### src/rtl/multimode_ring_counter.sv
// multimode_ring_counter
//   WIDTH-bit ring (one-hot) or Johnson (twisted-ring) sequencer. It supports
//   the following controls:
//     - enable and direction;
//     - run-time mode select;
//     - synchronous seed load with a legality check;
//     - self-correction of illegal (e.g. upset) states on the next enabled step.
//   Ports:
//     clk, rst   clock, asynchronous active-high reset
//     en         advance one step this cycle
//     dir        0 = shift toward MSB (pos++), 1 = shift toward LSB (pos--)
//     mode       0 = ring, 1 = Johnson
//     load       load load_val (if legal for the current mode)
//     load_val   seed value
//     Qn         registered counter state
//     pos        registered position (steps from start state, mod period)
//     wrap       one-cycle pulse when a step lands on the start state
//     err        one-cycle pulse on rejected load or corrected illegal state
module multimode_ring_counter #(
  parameter int WIDTH = 4,
  parameter int PW    = $clog2(2*WIDTH)
) (
  input  logic             clk,
  input  logic             rst,
  input  logic             en,
  input  logic             dir,
  input  logic             mode,
  input  logic             load,
  input  logic [WIDTH-1:0] load_val,
  output logic [WIDTH-1:0] Qn,
  output logic [PW-1:0]    pos,
  output logic             wrap,
  output logic             err
);

  localparam logic [WIDTH-1:0] RING_START = WIDTH'(1);
  localparam logic [WIDTH-1:0] JOHN_START = '0;
  localparam logic [PW-1:0]    RING_LAST  = PW'(WIDTH-1);
  localparam logic [PW-1:0]    JOHN_LAST  = PW'(2*WIDTH-1);

  // Ring: exactly one bit set. Johnson: ones packed into the LSBs (v+1 clears
  // them all) or into the MSBs (same test on the complement).
  function automatic logic is_legal(input logic md, input logic [WIDTH-1:0] v);
    logic [WIDTH-1:0] nv;
    nv = ~v;
    if (!md) return (v != '0) && ((v & (v - WIDTH'(1))) == '0);
    return ((v & (v + WIDTH'(1))) == '0) || ((nv & (nv + WIDTH'(1))) == '0);
  endfunction

  // Position of a legal value. Johnson MSB-run: WIDTH + zeros = 2*WIDTH - ones.
  function automatic logic [PW-1:0] decode(input logic md, input logic [WIDTH-1:0] v);
    logic [PW-1:0] idx;
    logic [PW-1:0] ones;
    idx  = '0;
    ones = '0;
    for (int i = 0; i < WIDTH; i++) begin
      if (v[i]) begin
        idx  = PW'(i);
        ones = ones + PW'(1);
      end
    end
    if (!md) return idx;
    if ((v & (v + WIDTH'(1))) == '0) return ones;
    return PW'(2*WIDTH) - ones;
  endfunction

  logic [WIDTH-1:0] qn_q, qn_d;
  logic [PW-1:0]    pos_q, pos_d;
  logic             mode_q, mode_d;
  logic             wrap_q, wrap_d;
  logic             err_q, err_d;

  logic [WIDTH-1:0] start_new, start_cur, nxt;
  logic [PW-1:0]    last;
  logic             fb_up, fb_dn;

  always_comb begin
    start_new = mode   ? JOHN_START : RING_START;
    start_cur = mode_q ? JOHN_START : RING_START;
    last      = mode_q ? JOHN_LAST  : RING_LAST;
    // Johnson inverts the bit that wraps around; ring passes it straight.
    fb_up     = qn_q[WIDTH-1] ^ mode_q;
    fb_dn     = qn_q[0] ^ mode_q;
    nxt       = dir ? {fb_dn, qn_q[WIDTH-1:1]} : {qn_q[WIDTH-2:0], fb_up};

    mode_d = mode_q;
    qn_d   = qn_q;
    pos_d  = pos_q;
    wrap_d = 1'b0;
    err_d  = 1'b0;

    if (mode != mode_q) begin
      mode_d = mode;
      qn_d   = start_new;
      pos_d  = '0;
    end else if (load) begin
      if (is_legal(mode_q, load_val)) begin
        qn_d  = load_val;
        pos_d = decode(mode_q, load_val);
      end else begin
        qn_d  = start_cur;
        pos_d = '0;
        err_d = 1'b1;
      end
    end else if (en) begin
      if (!is_legal(mode_q, qn_q)) begin
        qn_d  = start_cur;
        pos_d = '0;
        err_d = 1'b1;
      end else begin
        qn_d   = nxt;
        wrap_d = (nxt == start_cur);
        if (dir) pos_d = (pos_q == '0)  ? last : pos_q - PW'(1);
        else     pos_d = (pos_q == last) ? '0  : pos_q + PW'(1);
      end
    end
  end

  always_ff @(posedge clk or posedge rst) begin
    if (rst) begin
      qn_q   <= RING_START;
      pos_q  <= '0;
      mode_q <= 1'b0;
      wrap_q <= 1'b0;
      err_q  <= 1'b0;
    end else begin
      qn_q   <= qn_d;
      pos_q  <= pos_d;
      mode_q <= mode_d;
      wrap_q <= wrap_d;
      err_q  <= err_d;
    end
  end

  assign Qn   = qn_q;
  assign pos  = pos_q;
  assign wrap = wrap_q;
  assign err  = err_q;

endmodule
### config.mk
export PLATFORM = sky130hd
export DESIGN_NAME = multimode_ring_counter
export DESIGN_NICKNAME = d
export VERILOG_FILES = /design/src/rtl/multimode_ring_counter.sv
export SDC_FILE = /design/constraint.sdc
export NUM_CORES = 1
export LEC_CHECK = 0
export BUFFER_PORTS_ARGS = -buffer_cell sky130_fd_sc_hd__buf_2
export CELL_PAD_IN_SITES_DETAIL_PLACEMENT = 1
export CELL_PAD_IN_SITES_GLOBAL_PLACEMENT = 1
export CORE_MARGIN = 3
export CORE_UTILIZATION = 41
export CTS_CLUSTER_DIAMETER = 30
export DETAILED_ROUTE_END_ITERATION = 8
export MAX_ROUTING_LAYER = met4
export PLACE_DENSITY_LB_ADDON = 0.1
export SLEW_MARGIN = 25
export SYNTH_ARGS = -nofsm -noshare
export SYNTH_HDL_FRONTEND = slang
export SYNTH_SLANG_ARGS = --single-unit
export TNS_END_PERCENT = 1
### constraint.sdc
create_clock -name clk -period 1.9 [get_ports clk]
set_input_delay 0.285 -clock clk [delete_from_list [all_inputs] [get_ports clk]]
set_output_delay 0.285 -clock clk [all_outputs]
set_load 0.1 [all_outputs]
==> results summary <==
The count of pins over their slew limit was 0. The fraction of registers with async set/reset came out at 100%. The register-to-register setup slack came out at ~0.034 ns. Measured along the y axis, the die boundary spans 59.9 um.

The row count is 18. The effective utilization at floorplan is 45.6%. Yosys printed 0 warnings.

The number of setup violations in the final report is 0. After detailed routing, the number of remaining DRC violations is 0. The filler cells instantiated in the layout total 336.

Setup repair after global routing could not meet its margin everywhere. The largest individual stage delay along the critical path comes from the cell sky130_fd_sc_hd__dfrtp_4. Port buffering added 18 buffers.

The die covers between 3000 and 4000 um2. The number of instances on the worst hold path came out at 1. The maximum clock skew at final layout came out at 0.00535 ns. The number of cells in the design after placement came out at 208.

The analysis attributes to cell leakage a power of 0.718 nW. The number of buffers on the longest clock path is 2. The via count came out at 1311. In this run the horizontal extent of the chip is ~60 um. The total I/O pin count is 19. The number of cells on the worst reg-to-reg path came out at 6. At the pin with the least slew margin, the transition time is 0.499 ns. The root cell of the clock tree is sky130_fd_sc_hd__clkbuf_4. The total count of hold-check failures in the final report is 0. The share of layout cells above drive strength 1 is 37.5%. The post-synthesis register bit count is 10. The maximum fanout count along the critical path is 6. Summing every instance area after synthesis gives 1190 um2. The pin count of the biggest net entering global routing came out at 21. Summed over all layers, the routed wires come to 3840 um. In this run the tightest slew margin relative to its limit is 67.0%. The library cell used most frequently in the layout, excluding fill and tap cells, is sky130_fd_sc_hd__buf_4. The worst voltage drop across the vdd grid is 550 uV.

The initial antenna violation count was 0. The nature of the critical path endpoint is a flop. Global routing used 23.6% of the available tracks. The least setup slack across all paths after layout is ~0.034 ns. In the layout the commonest cells are sky130_fd_sc_hd__buf_4, sky130_fd_sc_hd__buf_2, sky130_fd_sc_hd__inv_1, sky130_fd_sc_hd__nand2_1. The category of the critical setup timing path is reg2reg. The mean number of vias per cell came out at 6.13. The part of the cycle the worst path needs came out at 98.2%.

The total clock buffers created by CTS came out at 3. The first TritonRoute pass finished after 4 iterations. After clock tree synthesis, the clock-pin slew on the worst setup and hold paths is 0.08 ns. For the worst setup path, the data required time is roughly 2.1 ns. The minimum clock period after layout came out at ~1.9 ns. The leftover overflow at the end of global routing is 0.

The largest single stage delay on the critical path is 0.48 ns. The number of diodes came out at 0. The CTS tree is built.

The number of sinks on the clock net came out at 10. The number of maximum-capacitance constraint violations came out at 0. Traced cell by cell, the critical path runs through or3_4 > a211oi_4 > nor4_4 > buf_4 > a32o_1 > a21o_1. In this run, the number of DRC markers left after iteration 0 of detailed routing was 59. The flow ran to the end, and the final reports show no timing, DRC or antenna violations. The count of nets left with antenna violations once routing finished came out at 0. Counting every instance in the synthesized netlist gives ~150.

The post-layout instance count excluding filler cells is about 210. The HPWL after detailed placement is between 2000 and 3000 um. The last weighted congestion value of the routability-driven placer came out at 0.793. The mean cell area of the mapped netlist came out at 8.11 um2.

The first global-routing pass estimated 6150 um of wire. The count of nets after finishing came out at approximately 200. The total core area is 2610 um2. The count of flip-flops with a built-in enable after synthesis is 0. STA classifies the critical path startpoint as a flop. At the later pin of the worst-skew pair, clock insertion delay measures 0.28 ns. The min-delay analysis places its worst path in the category in2reg.

Data on the critical path arrives at its endpoint at 2.05 ns. The power density relative to cell area is 639 nW/um2. The net count after synthesis came out at 167. The most used flip-flop cell after synthesis is sky130_fd_sc_hd__dfrtp_1. The post-placement worst setup slack came out at -0.266 ns.

The number of global-route vias before repair came out at roughly 1300. The detailed-route wire length per cell is 17.9 um. The synthesis-to-finish area growth is 35.2%. The sequential fraction of the synthesis area is 21.1%. The maximum level of the CTS H-tree came out at 1. The highest attainable clock frequency came out at roughly 540 MHz. The number of different library cells used by synthesis comes to 50.
## logic make-up (layout without fill, tap and decap cells)
kind of cell / Yosys count / in the layout / synth area share (%)
AND/OR/NAND/NOR: 48 / 48 / 23.8
AO/OA/AOI/OAI: 47 / 47 / 29.3
buffers and inverters: 22 / 59 / 7.66
adder cells (fa/ha/maj): 10 / 10 / 10.5
flip-flops: 10 / 10 / 21.1
XOR/XNOR: 7 / 7 / 5.14
multiplexers: 3 / 3 / 2.52
## cell usage after synthesis, types with 3 or more instances
library cell	count	area, um2
sky130_fd_sc_hd__a21oi_1	3	15.0
sky130_fd_sc_hd__a22oi_1	4	30.0
sky130_fd_sc_hd__a31oi_1	4	25.0
sky130_fd_sc_hd__clkbuf_1	7	26.3
sky130_fd_sc_hd__dfrtp_1	9	225
sky130_fd_sc_hd__ha_1	10	125
sky130_fd_sc_hd__inv_1	11	41.3
sky130_fd_sc_hd__mux2i_1	3	30.0
sky130_fd_sc_hd__nand2_1	9	33.8
sky130_fd_sc_hd__nand2b_1	7	43.8
sky130_fd_sc_hd__nand3_1	5	25.0
sky130_fd_sc_hd__nand4_1	3	18.8
sky130_fd_sc_hd__nor2_1	5	18.8
sky130_fd_sc_hd__nor2b_1	4	25.0
sky130_fd_sc_hd__nor3_1	5	25.0
sky130_fd_sc_hd__o211ai_1	4	30.0
sky130_fd_sc_hd__o21ai_0	7	35.0
sky130_fd_sc_hd__o21ai_1	6	30.0
sky130_fd_sc_hd__xnor2_1	4	35.0
sky130_fd_sc_hd__xor2_1	3	26.3
## per-stage QoR
| step | power, W | utilization (%) | area, um2 | setup TNS, ns | hold slack, ns |
|---|---|---|---|---|---|
| after CTS | 0.00101 | 60.1 | 1570 | 0 | 0.165 |
| after detailed placement | 0.000798 | 58.1 | 1520 | -0.643 | 0.298 |
| after global placement | 0.000770 | 58.1 | 1520 | -0.283 | 0.274 |
| after floorplan | 0.000651 | - | 1250 | -0.0359 | 0.124 |
| after global routing | 0.00109 | 61.7 | 1610 | -0.0904 | 0.156 |
| final | 0.00103 | 61.7 | 1610 | 0 | 0.164 |
## state kept, by name (all words and copies together) (netlist names)
register  cells
Qn            4
err           1
mode_q        1
pos           3
wrap          1
## per-layer routing
metal	vias to the layer above	wire, um	track usage [%]
li1	618	-	-
met5	-	0	-
met4	0	86	7.91
met1	653	1600	26.4
met2	30	1990	42.3
met3	10	152	3.24
## power breakdown
group | internal (W) | switching (W)
sequential | 0.000240 | 0.0000313
combinational | 0.000199 | 0.000352
clock | 0.000117 | 0.0000905
## worst max-delay path: cells and delay by family, from the launching register on
family,cells,cell delay (ns)
flops,1,0.48
simple gates,2,0.48
compound gates,3,0.65
buf+inv,1,0.17
## repair_timing
item | in CTS | in global routing
pin swaps | 2 | 2
hold buffers | 1 | 0
cloned | 0 | 0
setup buffers | 0 | 1
endpoints found under the setup margin | 3 | 5
gates resized for setup | 1 | 6
endpoints found under the hold margin | 7 | 0
## path summary, 6_finish.rpt
check | from | endpoint
min in group asynchronous | rst | pos[1]$_DFFE_PP0P_
min reg2reg | pos[0]$_DFFE_PP0P_ | pos[0]$_DFFE_PP0P_
max reg2reg | Qn[1]$_DFFE_PP0P_ | pos[1]$_DFFE_PP0P_
min | mode | mode_q$_DFFE_PP0N_
max in group asynchronous | rst | Qn[1]$_DFFE_PP0P_
max | Qn[1]$_DFFE_PP0P_ | pos[1]$_DFFE_PP0P_
## area by class of cell
type / count / area (um2) / share of cell area [%]
Inverter: 12 / 45.0 / 2.80
Clock buffer: 4 / 36.3 / 2.25
Sequential cell: 10 / 264 / 16.4
Multi-Input combinational cell: 115 / 936 / 58.1
Tap cell: 30 / 37.5 / 2.33
Timing Repair Buffer: 43 / 293 / 18.2
Power figures use the tool's default switching activity.
